`src/rtl/multicycle_controller.sv`:
```
// multicycle_controller: five-state multicycle CPU control FSM
// (FETCH, DECODE, EXECUTE, MEMORY, WRITEBACK) for R, I, LW and SW classes.
//
// Ports
//   clk, reset            clock, asynchronous active-high reset
//   Opcode[6:0]           instruction opcode, sampled in DECODE
//   I_Ready, D_Ready      instruction / data memory ready handshakes
//   I_Req                 instruction fetch request
//   IR_Write, PC_Write    IR load / PC+4 load, pulse on the completing fetch cycle
//   ALU_Op[1:0], ALU_Src  ALU class and operand select
//   Mem_Read, Mem_Write   data memory requests
//   Mem_to_Reg, Reg_Write write-back controls
//   Retire, Illegal_Op    completion / unsupported-opcode pulses
//   State[2:0]            current FSM state
//   Instret[31:0]         retired-instruction count
//
// Build option: define INSTRET_COUNT_EN to implement the Instret counter;
// otherwise Instret is tied to zero.
//
// Outputs that depend only on the state are registered from the next state.
// Outputs that must react to a same-cycle handshake (I_Req after reset
// release, IR_Write/PC_Write, Retire on SW, Illegal_Op) are decoded from
// the state register combinationally.
module multicycle_controller (
  input  logic        clk,
  input  logic        reset,
  input  logic [6:0]  Opcode,
  input  logic        I_Ready,
  input  logic        D_Ready,
  output logic        I_Req,
  output logic        IR_Write,
  output logic        PC_Write,
  output logic [1:0]  ALU_Op,
  output logic        ALU_Src,
  output logic        Mem_Read,
  output logic        Mem_Write,
  output logic        Mem_to_Reg,
  output logic        Reg_Write,
  output logic        Retire,
  output logic        Illegal_Op,
  output logic [2:0]  State,
  output logic [31:0] Instret
);

  localparam int unsigned CNT_W = 32;

  typedef enum logic [2:0] {
    S_FETCH     = 3'd0,
    S_DECODE    = 3'd1,
    S_EXECUTE   = 3'd2,
    S_MEMORY    = 3'd3,
    S_WRITEBACK = 3'd4
  } state_t;

  typedef enum logic [2:0] {
    C_R   = 3'd0,
    C_I   = 3'd1,
    C_LW  = 3'd2,
    C_SW  = 3'd3,
    C_ILL = 3'd4
  } cls_t;

  state_t     state_q, nxt_state;
  cls_t       cls_q, nxt_cls, dec_cls;
  logic [1:0] alu_op_d;
  logic       alu_src_d;

  // Opcode classification
  always_comb begin
    dec_cls = C_ILL;
    case (Opcode)
      7'b0110011: dec_cls = C_R;
      7'b0010011: dec_cls = C_I;
      7'b0000011: dec_cls = C_LW;
      7'b0100011: dec_cls = C_SW;
      default:    dec_cls = C_ILL;
    endcase
  end

  // Next state; class is captured only in DECODE so later Opcode changes are ignored
  always_comb begin
    nxt_state = S_FETCH;
    nxt_cls   = cls_q;
    case (state_q)
      S_FETCH:     nxt_state = I_Ready ? S_DECODE : S_FETCH;
      S_DECODE: begin
        nxt_cls   = dec_cls;
        nxt_state = (dec_cls == C_ILL) ? S_FETCH : S_EXECUTE;
      end
      S_EXECUTE:   nxt_state = (cls_q == C_LW || cls_q == C_SW) ? S_MEMORY : S_WRITEBACK;
      S_MEMORY: begin
        if (!D_Ready)            nxt_state = S_MEMORY;
        else if (cls_q == C_LW)  nxt_state = S_WRITEBACK;
        else                     nxt_state = S_FETCH;
      end
      S_WRITEBACK: nxt_state = S_FETCH;
      default:     nxt_state = S_FETCH;  // unreachable encodings recover
    endcase
  end

  // ALU controls for the state being entered; zero in FETCH/DECODE
  always_comb begin
    alu_op_d  = 2'b00;
    alu_src_d = 1'b0;
    if (nxt_state == S_EXECUTE || nxt_state == S_MEMORY || nxt_state == S_WRITEBACK) begin
      case (nxt_cls)
        C_R:        begin alu_op_d = 2'b10; alu_src_d = 1'b0; end
        C_I:        begin alu_op_d = 2'b00; alu_src_d = 1'b1; end
        C_LW, C_SW: begin alu_op_d = 2'b01; alu_src_d = 1'b1; end
        default:    begin alu_op_d = 2'b00; alu_src_d = 1'b0; end
      endcase
    end
  end

  // State, class and state-derived registered outputs
  always_ff @(posedge clk or posedge reset) begin
    if (reset) begin
      state_q    <= S_FETCH;
      cls_q      <= C_ILL;
      ALU_Op     <= 2'b00;
      ALU_Src    <= 1'b0;
      Mem_Read   <= 1'b0;
      Mem_Write  <= 1'b0;
      Mem_to_Reg <= 1'b0;
      Reg_Write  <= 1'b0;
    end else begin
      state_q    <= nxt_state;
      cls_q      <= nxt_cls;
      ALU_Op     <= alu_op_d;
      ALU_Src    <= alu_src_d;
      Mem_Read   <= (nxt_state == S_MEMORY)    && (nxt_cls == C_LW);
      Mem_Write  <= (nxt_state == S_MEMORY)    && (nxt_cls == C_SW);
      Mem_to_Reg <= (nxt_state == S_WRITEBACK) && (nxt_cls == C_LW);
      Reg_Write  <= (nxt_state == S_WRITEBACK);
    end
  end

  // I_Req gated by reset so it is low during reset and high the first cycle after
  assign I_Req      = (state_q == S_FETCH) && !reset;
  assign IR_Write   = I_Req && I_Ready;
  assign PC_Write   = I_Req && I_Ready;
  assign Illegal_Op = (state_q == S_DECODE) && (dec_cls == C_ILL);
  assign Retire     = (state_q == S_WRITEBACK) ||
                      ((state_q == S_MEMORY) && (cls_q == C_SW) && D_Ready);
  assign State      = state_q;

`ifdef INSTRET_COUNT_EN
  logic [CNT_W-1:0] instret_q;

  // Retired-instruction counter, wraps naturally
  always_ff @(posedge clk or posedge reset) begin
    if (reset)       instret_q <= '0;
    else if (Retire) instret_q <= instret_q + CNT_W'(1);
  end

  assign Instret = instret_q;
`else
  assign Instret = CNT_W'(0);
`endif

endmodule

```
`config.mk`:
```
export PLATFORM = sky130hd
export DESIGN_NAME = multicycle_controller
export DESIGN_NICKNAME = d
export VERILOG_FILES = /design/src/rtl/multicycle_controller.sv
export SDC_FILE = /design/constraint.sdc
export NUM_CORES = 1
export LEC_CHECK = 0
export CAP_MARGIN = 10
export CORE_MARGIN = 2
export CORE_UTILIZATION = 38
export CTS_BUF_LIST = sky130_fd_sc_hd__clkbuf_8
export DETAILED_ROUTE_END_ITERATION = 8
export GPL_TIMING_DRIVEN = 0
export PLACE_DENSITY_LB_ADDON = 0.3
export SLEW_MARGIN = 20
export SYNTH_ARGS = -nofsm -noshare
export SYNTH_HDL_FRONTEND = slang
export SYNTH_SLANG_ARGS = --single-unit
```
`constraint.sdc`:
```
create_clock -name clk -period 2 [get_ports clk]
set_input_delay 0.5 -clock clk [delete_from_list [all_inputs] [get_ports clk]]
set_output_delay 0.5 -clock clk [all_outputs]
set_load 0.03 [all_outputs]
```
==> metrics <==
vias in the first global route=811; hold path start=cls_q[2]; first-pass GRT wire length=3330 µm; area share of the largest cell type after synthesis=32.0%; Layout Area Growth over Synthesis=56.7%; WS Path Type=flop to output pin; gp weighted congestion=0.862; minimum clock period after layout=1.97 ns; post-DR wirelength/cell=10.8 µm; PD cells=510 nW/µm²; CP endpoint kind=output pin; Starting Density=41.2%; Final Hold Fails=0; # H-tree levels=1; sequential area share after synthesis=34.8%; clock-pin slew on the worst setup and hold paths=0.06 ns; Design Power=749 µW; setup slack after layout=0.0328 ns; Critical R2R Capture=ALU_Src; top cells by count, synth=34 x buf_4, 12 x dfrtp_1, 5 x nand2_1, 4 x inv_1; multi-input logic area=488 µm²; via count=877; Routed Antenna Nets=0; die area=2880 µm²; clk sinks=13; largest net degree at the start of global routing=14; io pins=58; most common cell in the netlist=buf_4; cells on worst reg2reg path=3; syn_area_per_cell=9.28 µm²; clock buffer depth=2; Die X=53.7 µm; Main synth FF type=dfrtp_1; r2r startpoint=cls_q[0]; final routed DRC violation total=0; FMAX=508 MHz; slew margin rel.=59.6%; library cells used by synthesis=34; mapped cell area=937 µm²; I/O Buffers=25; 1st-iter DRT viols=21; Clock Tree Root=clkbuf_8; number of flops mapped to enable cells by yosys=0; CTS tree=yes; most area-hungry cell type in the Yosys netlist=dfrtp_1; number of diodes=0; worst slew pin tran=0.599 ns; clk_lat worst skew=0.25 ns; nets=177; WHS Endpoint=cls_q[2]; worst path required time=1.50 ns; WHS Path Cells=2; GR Overflow Total=0; startpoint types=flop; drt total wl=2090 µm; final period utilization=98.4%; Max Cap Viol=0; CP startpoint=State[1]; vias per cell=4.54; total CTS buffers=3; final cell count without fillers=193; Layout Skew=0.00516 ns; initial antenna violation count=0; Hold Crit Class=flop to flop; Total Routing Usage GR=15.8%; layout cells sized above 1=38.2%; Post-synth ARST share=100%; DPL Wire Length=1540 µm; #FFs+latches synth=13; Peak VDD IR=0.339 mV; pre-CTS setup slack=-0.737 ns; setup violators final=0; Reg area=328 µm²; Placed Instances=185; Die Span Y=53.7 µm; CP arrival=1.47 ns; Pre-antenna DRT Iters=4; synthesized instance count=101; outcome=finished clean; Synth Warn #=0; Max Fanout on Critical Path=7; static leakage=0.763 nW; core area=2280 µm²; row count=17; Slew Viols, Final=0; Layout fillers=179; Register-to-Register Setup Slack=0.39 ns; top post-synthesis cells by area=dfrtp_1 32%, buf_4 27%, dfstp_2 2.8%
==> worst max-delay path by stage <==
stage | end | depth (start not counted)
3_3_place_gp | Illegal_Op | 6
3_5_place_dp | Illegal_Op | 6
4_1_cts | Illegal_Op | 4
2_1_floorplan | PC_Write | 5
5_1_grt | PC_Write | 6
6_report | Illegal_Op | 4
==> area by class of cell <==
class / instances / area share, %
Buffer: 36 / 18.5
Clock buffer: 3 / 2.81
Multi-Input combinational cell: 78 / 33.2
Tap cell: 28 / 2.39
Inverter: 4 / 1.02
Clock inverter: 1 / 0.256
Sequential cell: 13 / 22.3
Timing Repair Buffer: 30 / 19.5
==> report_power, final <==
group	switching (mW)	internal (mW)	leakage (nW)
registers	0.00420	0.267	0.175
logic	0.149	0.0951	0.561
clock network	0.0977	0.136	0.0269
==> state kept, by name, summed over array words and instances, names as in the netlist <==
name        count
ALU_Op          2
ALU_Src         1
Mem_Read        1
Mem_Write       1
Mem_to_Reg      1
Reg_Write       1
State           3
cls_q           3
==> cell usage in the layout, fill, tap and decap left out, types with 2 or more instances in the layout <==
master,count
nand4_1,2
conb_1,32
buf_2,3
nand2_1,4
clkbuf_8,3
a211oi_1,2
nor2_4,2
dlygate4sd2_1,5
inv_1,4
and2_1,2
buf_4,39
nor2b_1,3
dfrtp_1,11
a21oi_1,2
a32oi_1,2
buf_6,3
clkdlybuf4s50_1,14
o21ai_0,2
==> critical path, stage by stage (launching register included) <==
cell,delay (ns)
dfrtp_2,0.45
or3b_1,0.38
buf_4,0.17
nor2_4,0.08
buf_6,0.13
==> repair_timing <==
| action | CTS | global route |
|---|---|---|
| setup buffers | 1 | 4 |
| endpoints found under the setup margin | 5 | 5 |
| pin swaps | 3 | 2 |
| resized for setup | 39 | 14 |
| hold buffers | 0 | 0 |
==> per-layer routing <==
layer,vias to the layer above,share of wire (%),track usage (%)
met2,60,51,27.4
met1,398,37,17.9
li1,415,-,-
met5,-,0,0
met3,4,11,3.33
met4,0,1.6,8.55
==> stage by stage <==
step / util (%) / area [µm²] / hold WS [ns] / TNS, ns
global placement: 59.4 / 1350 / 0.520 / -2.52
detailed placement: 59.4 / 1350 / 0.536 / -2.70
floorplan: - / 1070 / 0.376 / -0.0752
finish: 64.5 / 1470 / 0.559 / 0
global route: 64.5 / 1470 / 0.596 / -0.0163
CTS: 61.5 / 1400 / 0.554 / 0
==> cells by family (layout without fill, tap and decap cells) <==
family                    after synthesis  count (layout)  synth area share [%]
DFF                                    13              13                  34.8
AOI/OAI and AO/OA                      15              15                  12.6
buffers and inverters                  41              74                  30.4
and+or+nand+nor                        30              30                  20.8
other                                   1              32                 0.400
xor gates and xnor gates                1               1                 0.935
Note: power is estimated with default switching activity, not from simulation.
